### src/rtl/ami.sv
// AXI4 master: turns user write/read burst commands into single
// outstanding INCR bursts on the AW/W/B and AR/R channels.
module ami #(
    parameter int AXI_DW     = 128,
    parameter int AXI_AW     = 40,
    parameter int AXI_IW     = 8,
    parameter int AXI_LW     = 8,
    parameter int AXI_SW     = 3,
    parameter int AXI_BURSTW = 2,
    parameter int AXI_BRESPW = 2,
    parameter int AXI_RRESPW = 2,
    parameter int AMI_WID    = 0,
    parameter int AMI_RID    = 0,
    parameter int AXI_BYTES  = AXI_DW / 8
) (
    input  logic                  ACLK,
    input  logic                  ARESETn,
    output logic [AXI_IW-1:0]     AWID,
    output logic [AXI_AW-1:0]     AWADDR,
    output logic [AXI_LW-1:0]     AWLEN,
    output logic [AXI_SW-1:0]     AWSIZE,
    output logic [AXI_BURSTW-1:0] AWBURST,
    output logic                  AWVALID,
    input  logic                  AWREADY,
    output logic [AXI_DW-1:0]     WDATA,
    output logic [AXI_BYTES-1:0]  WSTRB,
    output logic                  WLAST,
    output logic                  WVALID,
    input  logic                  WREADY,
    input  logic [AXI_IW-1:0]     BID,
    input  logic [AXI_BRESPW-1:0] BRESP,
    input  logic                  BVALID,
    output logic                  BREADY,
    output logic [AXI_IW-1:0]     ARID,
    output logic [AXI_AW-1:0]     ARADDR,
    output logic [AXI_LW-1:0]     ARLEN,
    output logic [AXI_SW-1:0]     ARSIZE,
    output logic [AXI_BURSTW-1:0] ARBURST,
    output logic                  ARVALID,
    input  logic                  ARREADY,
    input  logic [AXI_IW-1:0]     RID,
    input  logic [AXI_DW-1:0]     RDATA,
    input  logic [AXI_RRESPW-1:0] RRESP,
    input  logic                  RLAST,
    input  logic                  RVALID,
    output logic                  RREADY,
    input  logic                  usr_wcmd_valid,
    output logic                  usr_wcmd_ready,
    input  logic [AXI_AW-1:0]     usr_wcmd_addr,
    input  logic [AXI_LW-1:0]     usr_wcmd_len,
    input  logic [AXI_DW-1:0]     usr_wdata,
    input  logic [AXI_BYTES-1:0]  usr_wstrb,
    input  logic                  usr_wvalid,
    output logic                  usr_wready,
    output logic                  usr_wdone,
    output logic [1:0]            usr_wresp,
    input  logic                  usr_rcmd_valid,
    output logic                  usr_rcmd_ready,
    input  logic [AXI_AW-1:0]     usr_rcmd_addr,
    input  logic [AXI_LW-1:0]     usr_rcmd_len,
    output logic [AXI_DW-1:0]     usr_rdata,
    output logic                  usr_rvalid,
    output logic                  usr_rlast,
    input  logic                  usr_rready,
    output logic                  usr_rdone,
    output logic [1:0]            usr_rresp
);

    localparam int OFFW = $clog2(AXI_BYTES);

    typedef enum logic [1:0] {W_IDLE, W_BURST, W_RESP, W_DONE} wst_t;
    typedef enum logic [1:0] {R_IDLE, R_ADDR, R_DATA, R_DONE} rst_t;

    function automatic logic cross_4k(input logic [AXI_AW-1:0] a,
                                      input logic [AXI_LW-1:0] l);
        int unsigned span;
        span = 32'(a[11:0]) + (32'(l) + 32'd1) * 32'(AXI_BYTES);
        return span > 32'd4096;
    endfunction

    wst_t                  wst_q;
    logic [AXI_AW-1:0]     waddr_q;
    logic [AXI_LW-1:0]     wlen_q;
    logic [AXI_LW-1:0]     wbeat_q;
    logic                  awvalid_q;
    logic                  aw_done_q;
    logic                  wlast_done_q;
    logic                  bready_q;
    logic                  wdone_q;
    logic [1:0]            wresp_q;

    rst_t                  rst_q;
    logic [AXI_AW-1:0]     raddr_q;
    logic [AXI_LW-1:0]     rlen_q;
    logic [AXI_LW-1:0]     rbeat_q;
    logic                  arvalid_q;
    logic [1:0]            racc_q;
    logic                  rdone_q;
    logic [1:0]            rresp_q;

    logic w_act, w_hs, aw_hs, aw_ok, w_ok;
    logic r_act, r_hs;
    logic [1:0] racc_d;
    logic unused_id;

    assign unused_id = ^{BID, RID};

    assign AWID    = AXI_IW'(AMI_WID);
    assign AWADDR  = waddr_q;
    assign AWLEN   = wlen_q;
    assign AWSIZE  = AXI_SW'(OFFW);
    assign AWBURST = AXI_BURSTW'(1);
    assign AWVALID = awvalid_q;
    assign BREADY  = bready_q;

    // W beats stream straight through while the burst still owes data
    assign w_act      = (wst_q == W_BURST) && !wlast_done_q;
    assign WVALID     = usr_wvalid & w_act;
    assign usr_wready = WREADY & w_act;
    assign WDATA      = usr_wdata;
    assign WSTRB      = usr_wstrb;
    assign WLAST      = w_act && (wbeat_q == wlen_q);
    assign w_hs       = WVALID & WREADY;
    assign aw_hs      = awvalid_q & AWREADY;
    assign aw_ok      = aw_done_q | aw_hs;
    assign w_ok       = wlast_done_q | (w_hs & WLAST);

    assign usr_wcmd_ready = (wst_q == W_IDLE);
    assign usr_wdone      = wdone_q;
    assign usr_wresp      = wresp_q;

    always_ff @(posedge ACLK) begin
        if (!ARESETn) begin
            wst_q        <= W_IDLE;
            waddr_q      <= '0;
            wlen_q       <= '0;
            wbeat_q      <= '0;
            awvalid_q    <= 1'b0;
            aw_done_q    <= 1'b0;
            wlast_done_q <= 1'b0;
            bready_q     <= 1'b0;
            wdone_q      <= 1'b0;
            wresp_q      <= 2'b00;
        end else begin
            wdone_q <= 1'b0;
            unique case (wst_q)
                W_IDLE: if (usr_wcmd_valid) begin
                    waddr_q      <= {usr_wcmd_addr[AXI_AW-1:OFFW], OFFW'(0)};
                    wlen_q       <= usr_wcmd_len;
                    wbeat_q      <= '0;
                    aw_done_q    <= 1'b0;
                    wlast_done_q <= 1'b0;
                    if (cross_4k(usr_wcmd_addr, usr_wcmd_len)) begin
                        wst_q   <= W_DONE;
                        wdone_q <= 1'b1;
                        wresp_q <= 2'b10;
                    end else begin
                        wst_q     <= W_BURST;
                        awvalid_q <= 1'b1;
                    end
                end
                W_BURST: begin
                    if (aw_hs) begin
                        awvalid_q <= 1'b0;
                        aw_done_q <= 1'b1;
                    end
                    if (w_hs) begin
                        wbeat_q <= wbeat_q + 1'b1;
                        if (WLAST) wlast_done_q <= 1'b1;
                    end
                    if (aw_ok && w_ok) begin
                        wst_q    <= W_RESP;
                        bready_q <= 1'b1;
                    end
                end
                W_RESP: if (BVALID) begin
                    wresp_q  <= BRESP;
                    bready_q <= 1'b0;
                    wdone_q  <= 1'b1;
                    wst_q    <= W_DONE;
                end
                W_DONE: wst_q <= W_IDLE;
                default: wst_q <= W_IDLE;
            endcase
        end
    end

    assign ARID    = AXI_IW'(AMI_RID);
    assign ARADDR  = raddr_q;
    assign ARLEN   = rlen_q;
    assign ARSIZE  = AXI_SW'(OFFW);
    assign ARBURST = AXI_BURSTW'(1);
    assign ARVALID = arvalid_q;

    assign r_act      = (rst_q == R_DATA);
    assign usr_rdata  = RDATA;
    assign usr_rlast  = RLAST;
    assign usr_rvalid = RVALID & r_act;
    assign RREADY     = usr_rready & r_act;
    assign r_hs       = RVALID & RREADY;
    assign racc_d     = (RRESP > racc_q) ? RRESP : racc_q;

    assign usr_rcmd_ready = (rst_q == R_IDLE);
    assign usr_rdone      = rdone_q;
    assign usr_rresp      = rresp_q;

    always_ff @(posedge ACLK) begin
        if (!ARESETn) begin
            rst_q     <= R_IDLE;
            raddr_q   <= '0;
            rlen_q    <= '0;
            rbeat_q   <= '0;
            arvalid_q <= 1'b0;
            racc_q    <= 2'b00;
            rdone_q   <= 1'b0;
            rresp_q   <= 2'b00;
        end else begin
            rdone_q <= 1'b0;
            unique case (rst_q)
                R_IDLE: if (usr_rcmd_valid) begin
                    raddr_q <= {usr_rcmd_addr[AXI_AW-1:OFFW], OFFW'(0)};
                    rlen_q  <= usr_rcmd_len;
                    rbeat_q <= '0;
                    racc_q  <= 2'b00;
                    if (cross_4k(usr_rcmd_addr, usr_rcmd_len)) begin
                        rst_q   <= R_DONE;
                        rdone_q <= 1'b1;
                        rresp_q <= 2'b10;
                    end else begin
                        rst_q     <= R_ADDR;
                        arvalid_q <= 1'b1;
                    end
                end
                R_ADDR: if (ARREADY) begin
                    arvalid_q <= 1'b0;
                    rst_q     <= R_DATA;
                end
                // Early RLAST or a missing RLAST both close as SLVERR
                R_DATA: if (r_hs) begin
                    rbeat_q <= rbeat_q + 1'b1;
                    racc_q  <= racc_d;
                    if (RLAST) begin
                        rst_q   <= R_DONE;
                        rdone_q <= 1'b1;
                        rresp_q <= (rbeat_q != rlen_q) ? 2'b10 : racc_d;
                    end else if (rbeat_q == rlen_q) begin
                        rst_q   <= R_DONE;
                        rdone_q <= 1'b1;
                        rresp_q <= 2'b10;
                    end
                end
                R_DONE: rst_q <= R_IDLE;
                default: rst_q <= R_IDLE;
            endcase
        end
    end

endmodule

### config.mk
export PLATFORM = sky130hd
export DESIGN_NAME = ami
export DESIGN_NICKNAME = d
export VERILOG_FILES = /design/src/rtl/ami.sv
export SDC_FILE = /design/constraint.sdc
export NUM_CORES = 1
export LEC_CHECK = 0
export ABC_AREA = 1
export CORE_AREA = 2 2 317 319
export CTS_CLUSTER_DIAMETER = 50
export DETAILED_ROUTE_END_ITERATION = 8
export DIE_AREA = 0 0 319 321
export GPL_TIMING_DRIVEN = 0
export PLACE_DENSITY = 0.37
export SYNTH_ARGS = -nofsm -noshare
export SYNTH_HDL_FRONTEND = slang
export SYNTH_SLANG_ARGS = --single-unit
### constraint.sdc
create_clock -name ACLK -period 6.61 [get_ports ACLK]
set_clock_uncertainty 0.15 [all_clocks]
set_input_delay 1.6525 -clock ACLK [delete_from_list [all_inputs] [get_ports ACLK]]
set_output_delay 1.6525 -clock ACLK [all_outputs]
set_load 0.01 [all_outputs]
# Yosys cells after proc, flatten, opt, wreduce, memory -nomap -nowiden
# Cells that the tools add are included.
# classes
n_addsub	6
n_lt_le_gt_ge	3
eq_ne	23
mux	60
n_bitwise	10
reduce_logical	24
# op_table
cell	count
2-to-1 mux 2 bit	22
2-to-1 mux 8 bit	4
case mux 8 bit (2 select lines)	2
adder 12 x 13 -> 14 bit	2
> comparator 14 x 13 -> 1 bit, second input constant	2
2-to-1 mux 1 bit	20
AND reduction 4 bit	5
adder 8 x 1 -> 9 bit, second input constant	2
inequality test 2 bit, second input constant	9
adder 8 x 1 -> 8 bit, second input constant	2
== test 8 bit	2
case mux 2 bit (4 select lines)	2
AND reduction 3 bit	5
case mux 1 bit (2 select lines)	7
case mux 2 bit (2 select lines)	3
nonzero test 2 bit	5
bitwise AND 1 bit	8
== test 2 bit, second input constant	4
inequality test 2 x 1 -> 1 bit, second input constant	4
inequality test 8 bit	1
AND reduction 5 bit	1
== test 2 x 1 -> 1 bit, second input constant	2
logical NOT 2 bit	2
AND reduction 2 bit	2
5 further kinds	8
# word_totals
register_bits	121
input_bits	400
output_inout_bits	411
wordCells	144

# Logic depth before layout (Yosys ltp)
# logic_depth
depth_word	9
depth_mapped	20
ltp_nobuf	20

# Least setup slack after synthesis
# Ideal clock, no wire load.
# synth_path
kind	in2reg
startpoint	input usr_wcmd_len[0]
endpoint	register wresp_q[0] (netlist: usr_wresp[0])
setup_ns	0.114
t_arrival_ns	3.615
t_required_ns	6.346
setup_slack_ns	2.731
path_stages	20
path_buffers	0
cell_sequence	ha_1 nand3_1 nand3b_1 xor2_1 inv_1 ha_1 nand2_1 inv_1 a21oi_1 nand2_1 nand2_1 nand2_1 nor2_1 nand2_1 nand2_1 nand3_1 nand2_1 nand2_1 nand2_1 nor2_1
# synth_between
elab_chain_len	5
# synth_lines
item	line	text
from (decl)	50	input logic [AXI_LW-1:0] usr_wcmd_len,
adder 8 x 1 -> 9 bit	77	span = 32'(a[11:0]) + (32'(l) + 32'd1) * 32'(AXI_BYTES);
adder 12 x 13 -> 14 bit	77	
> comparator 14 x 13 -> 1 bit	78	return span > 32'd4096;
inequality test 2 x 1 -> 1 bit (no line)	-	
AND reduction 4 bit (no line)	-	
to (signal assigned)	143	wresp_q <= 2'b00;
to (signal assigned)	156	wresp_q <= 2'b10;
to (signal assigned)	177	wresp_q <= BRESP;
to (decl)	90	logic [1:0] wresp_q;
# No other way between the ends.
# A chain may end at the register's enable or synchronous reset.

# Worst setup path in the final report
# layout_path
startpoint	input WREADY
endpoint	output usr_wready
# layout_between
elab_chain_len	1
# layout_lines
item	line	text
from (decl)	29	input logic WREADY,
bitwise AND 1 bit	119	assign usr_wready = WREADY & w_act;
to (decl)	54	output logic usr_wready,
# No other way between the ends.

==> results by stage <==
Status:
- The run finished with clean final reports.

Floorplan:
- The overall die height is 321 um.
- In this run the standard cell core region covers 0.0993 mm^2.
- The initial utilization of the core area, before any placement, comes to 0.0856.
- The x dimension of the die is 319 um.
- The number of placed I/O pins is 811.
- The floorplan step defined a die boundary enclosing roughly 0.1 mm^2.
- The row count is around 120.

Clock tree:
- The clock tree from TritonCTS is built.
- After clock tree synthesis, the clock-pin slew on the worst setup and hold paths is 0.06 ns.
- The number of clock buffers added by TritonCTS is 17.
- The number of cells upsized or downsized after cts is 0.
- The tree built by TritonCTS fans out to between 100 and 150 sinks.
- The clock root buffer is clkbuf_16.
- The quantity of hold-fixing buffers added after cts is 0.
- The post-CTS setup repair buffer count is 0.
- The depth of the CTS H-tree is 4.
- The clock network latency to the later pin of the worst-skew pair is roughly 0.48 ns.
- The maximum clock path buffer count is 2.

Place:
- Detailed placement finished with a half-perimeter wire length of ~36000 um.
- The number of input and output port buffers inserted is approximately 490.
- The placer congestion estimate is about 0.79.

Cells and area:
- The area growth from synthesis to layout is 85.7%.
- The core utilization of the finished layout is 0.159.
- In the final layout, the share of cells above drive strength 1 is 0.217.
- The final net count is between 2000 and 2500.
- The filler cells instantiated in the layout total between 10000 and 15000.

Synth:
- The area of the mapped netlist is ~0.0085 mm^2.
- The total of flip-flops plus latches after synthesis is approximately 120.
- The number of enable flip-flop cells after synthesis is 0.
- The portion of the post-synthesis area used by sequential elements is 0.285.
- The fraction of synthesized cell area in xor and xnor cells is 0.0216.
- During synthesis, Yosys emitted a total of 0 warnings.
- The largest family of logic cells by synthesized area is buffers and inverters.
- The cell count after synthesis is about 1200.
- The share of the synthesized area in compound gates (AO/OA/AOI/OAI) is 0.0905.
- Measured against the total synthesized area, the mux share comes to 0.
- The count of different cell masters after synthesis is between 40 and 50.
- The average footprint of a synthesized cell is between 7 and 8 um^2.
- Of all flip-flops after synthesis, the portion carrying an async set or reset was 0.
- Of the total synthesized cell area, the portion taken by AND, OR, NAND and NOR gates is 0.226.
- The post-synthesis share of cell area spent on full adders, half adders and majority gates is 0.0503.
- The main flop type after synthesis is dfxtp_1.

Drt:
- The number of vias in the routed layout is slightly below 9000.
- The number of iterations in the first detailed-routing pass is 4.
- The number of violations reported at the end of detailed-routing iteration 0 is ~270.
- The detail-routed net length per standard cell is about 14 um.
- The final routed wirelength across all metal layers is approximately 42000 um.
- The via density per instance is about 2.9.
- The detailed-route DRC error count is 0.
- The number of nets with antenna violations after detailed routing is 0.

Timing:
- The post-route clock period utilization is 0.707.
- For the pin with the worst max-slew slack, the measured transition is 1.14 ns.
- The maximum clock rate is roughly 210 MHz.
- Subtracting the final worst setup slack from the clock period gives 4.67 ns.
- For the final routed database, the setup TNS stands at 0 ns.
- The setup-violating endpoint count in the final report is 0.
- The final-report hold violation count is 0.
- Setup repair after global routing left no endpoint under its margin.
- The max-slew violation count is 0.
- The headroom to the max-slew limit is 0.238.

Critical path:
- The setup path with the least slack is of type in -> out.
- The data arrival time of the worst path is between 2 and 3 ns.
- The cell that appears most often on the critical path is clkdlybuf4s50_1.
- The worst setup path is captured at a primary output.
- The signal on the critical path passes through clkdlybuf4s50_1 -> clkinv_2 -> nor2_4 -> clkdlybuf4s50_1.
- On the critical path the largest part of the delay comes from buffers and inverters.
- The critical path startpoint category is a primary input.
- The peak fanout along the critical path is 2.
- The count of buffer and inverter cells on the critical path is 3.
- Data on the critical path is required at its endpoint by 4.81 ns.
- The slowest library cell on the worst path is clkdlybuf4s50_1.
- On the worst path, the slowest cell contributes a delay of approximately 0.56 ns.

Global routing:
- The pin count of the biggest net entering global routing is 17.
- The overflow left after global routing is 0.
- The first-pass GRT wire length is a little under 60000 um.
- Across every metal layer, demand over resource in global routing totals 0.0801.
- The via count of the first global-routing pass is roughly 8400.
- The initial antenna violation count is 5.

Min path:
- The min-delay analysis places its worst path in the category reg -> reg.

Flow run:
- Max-cap violations in this run came to 0.

Pwr:
- The worst-case vdd ir drop is approximately 0.00016 V.
- The leakage power total is about 6.6 nW.
- For this design the ratio of total power to cell area is around 250 mW/mm^2.
-- stage by stage --
step	area, um^2	hold slack [ns]	std cells	total power [mW]	worst slack, ns
floorplan	8620	0.291	1228	1.96	2.73
detailed placement	15100	0.299	3014	2.91	1.39
global route	15800	0.317	3046	4.21	1.62
finish	15800	0.302	3049	3.90	1.94
global placement	15100	0.307	3013	2.92	1.38
CTS	15800	0.309	3046	4.01	1.92
-- cell families after synthesis --
group | Yosys count
simple gates | 441
buf+inv | 429
compound gates | 149
flops | 121
fa+ha+maj | 33
xor+xnor | 21
other cells | 2
-- layout make-up --
type | instances | area, um^2 | area share
timing repair buffer | 488 | 4900 | 0.311
multi-input combinational | 678 | 3430 | 0.217
sequential | 121 | 2420 | 0.153
buffer | 336 | 2420 | 0.153
tap | 1298 | 1620 | 0.103
clock buffer | 27 | 523 | 0.0331
inverter | 93 | 353 | 0.0224
clock inverter | 5 | 106 | 0.00674
antenna | 3 | 7.51 | 0.000476
-- cells in the mapped netlist, types with 2 or more instances --
master	instances	area [um^2]
nor2_4	5	56.3
nand2_2	6	37.5
nor3b_1	3	22.5
inv_1	82	308
nand2_1	129	484
nand3_1	37	185
xor2_1	13	114
nor2_2	3	18.8
xnor2_1	8	70.1
or2_0	2	12.5
nand4_1	7	43.8
a21oi_1	44	220
clkbuf_1	24	90.1
ha_1	31	388
nor3b_2	2	25.0
fa_1	2	40.0
dfxtp_1	121	2420
buf_4	308	2310
or2_1	2	12.5
nor3_2	2	20.0
or2_2	9	56.3
clkinv_1	2	7.51
o21ai_1	3	15.0
nand3b_1	5	37.5
o21ai_0	94	470
inv_2	7	26.3
nor3_1	10	50.1
buf_1	3	11.3
conb_1	2	7.51
nor2_1	214	803
-- metal layers --
metal,routed length (um),track usage,vias to the layer above
li1,-,-,4508
met2,20100,0.130,344
met5,0,0,-
met3,2300,0.0192,19
met4,559,0.0266,0
met1,19500,0.104,3838
-- final timing paths --
path         startpoint         end  slack [ns]  cells past startpoint
max              WREADY  usr_wready        1.94                      4
min              BREADY      BREADY        0.30                      2
max reg2reg    rst_q[0]    ARLEN[4]        3.70                      7
min reg2reg      BREADY      BREADY        0.30                      2
-- state kept, by name, indices dropped and copies added, names as in the netlist, 2 cells and up --
register   cells
ARADDR        36
ARLEN          8
AWADDR        36
AWLEN          8
racc_q         2
rbeat_q        8
rst_q          2
usr_rresp      2
usr_wresp      2
wbeat_q        8
wst_q          2
-- cells in the final DEF, fill, tap and decap left out, types with 10 or more instances in the layout --
| cell type | synthesis | layout |
|---|---|---|
| a21oi_1 | 44 | 44 |
| nand3_1 | 37 | 37 |
| ha_1 | 31 | 31 |
| nor3_1 | 10 | 10 |
| inv_1 | 82 | 82 |
| conb_1 | 2 | 34 |
| o21ai_0 | 94 | 94 |
| nor2_1 | 214 | 214 |
| dfxtp_1 | 121 | 121 |
| clkbuf_16 | 0 | 17 |
| xor2_1 | 13 | 13 |
| clkdlybuf4s50_1 | 0 | 487 |
| clkbuf_1 | 24 | 28 |
| nand2_1 | 129 | 129 |
| buf_4 | 308 | 308 |
-- worst reg2reg max path: cells and delay by family, from the launching register on --
kind	cells	cell delay, ns
adders and majority gates	1	0.30
DFF	1	0.33
buffers and inverters	3	1.18
and+or+nand+nor	3	0.84
-- power breakdown --
part | total (mW) | internal (mW) | switching, mW
Clock | 1.05 | 0.653 | 0.399
Combinational | 1.82 | 0.877 | 0.940
Sequential | 1.03 | 0.913 | 0.120
Total | 3.90 | 2.44 | 1.46
No activity file was read; power rests on OpenSTA's default activity.
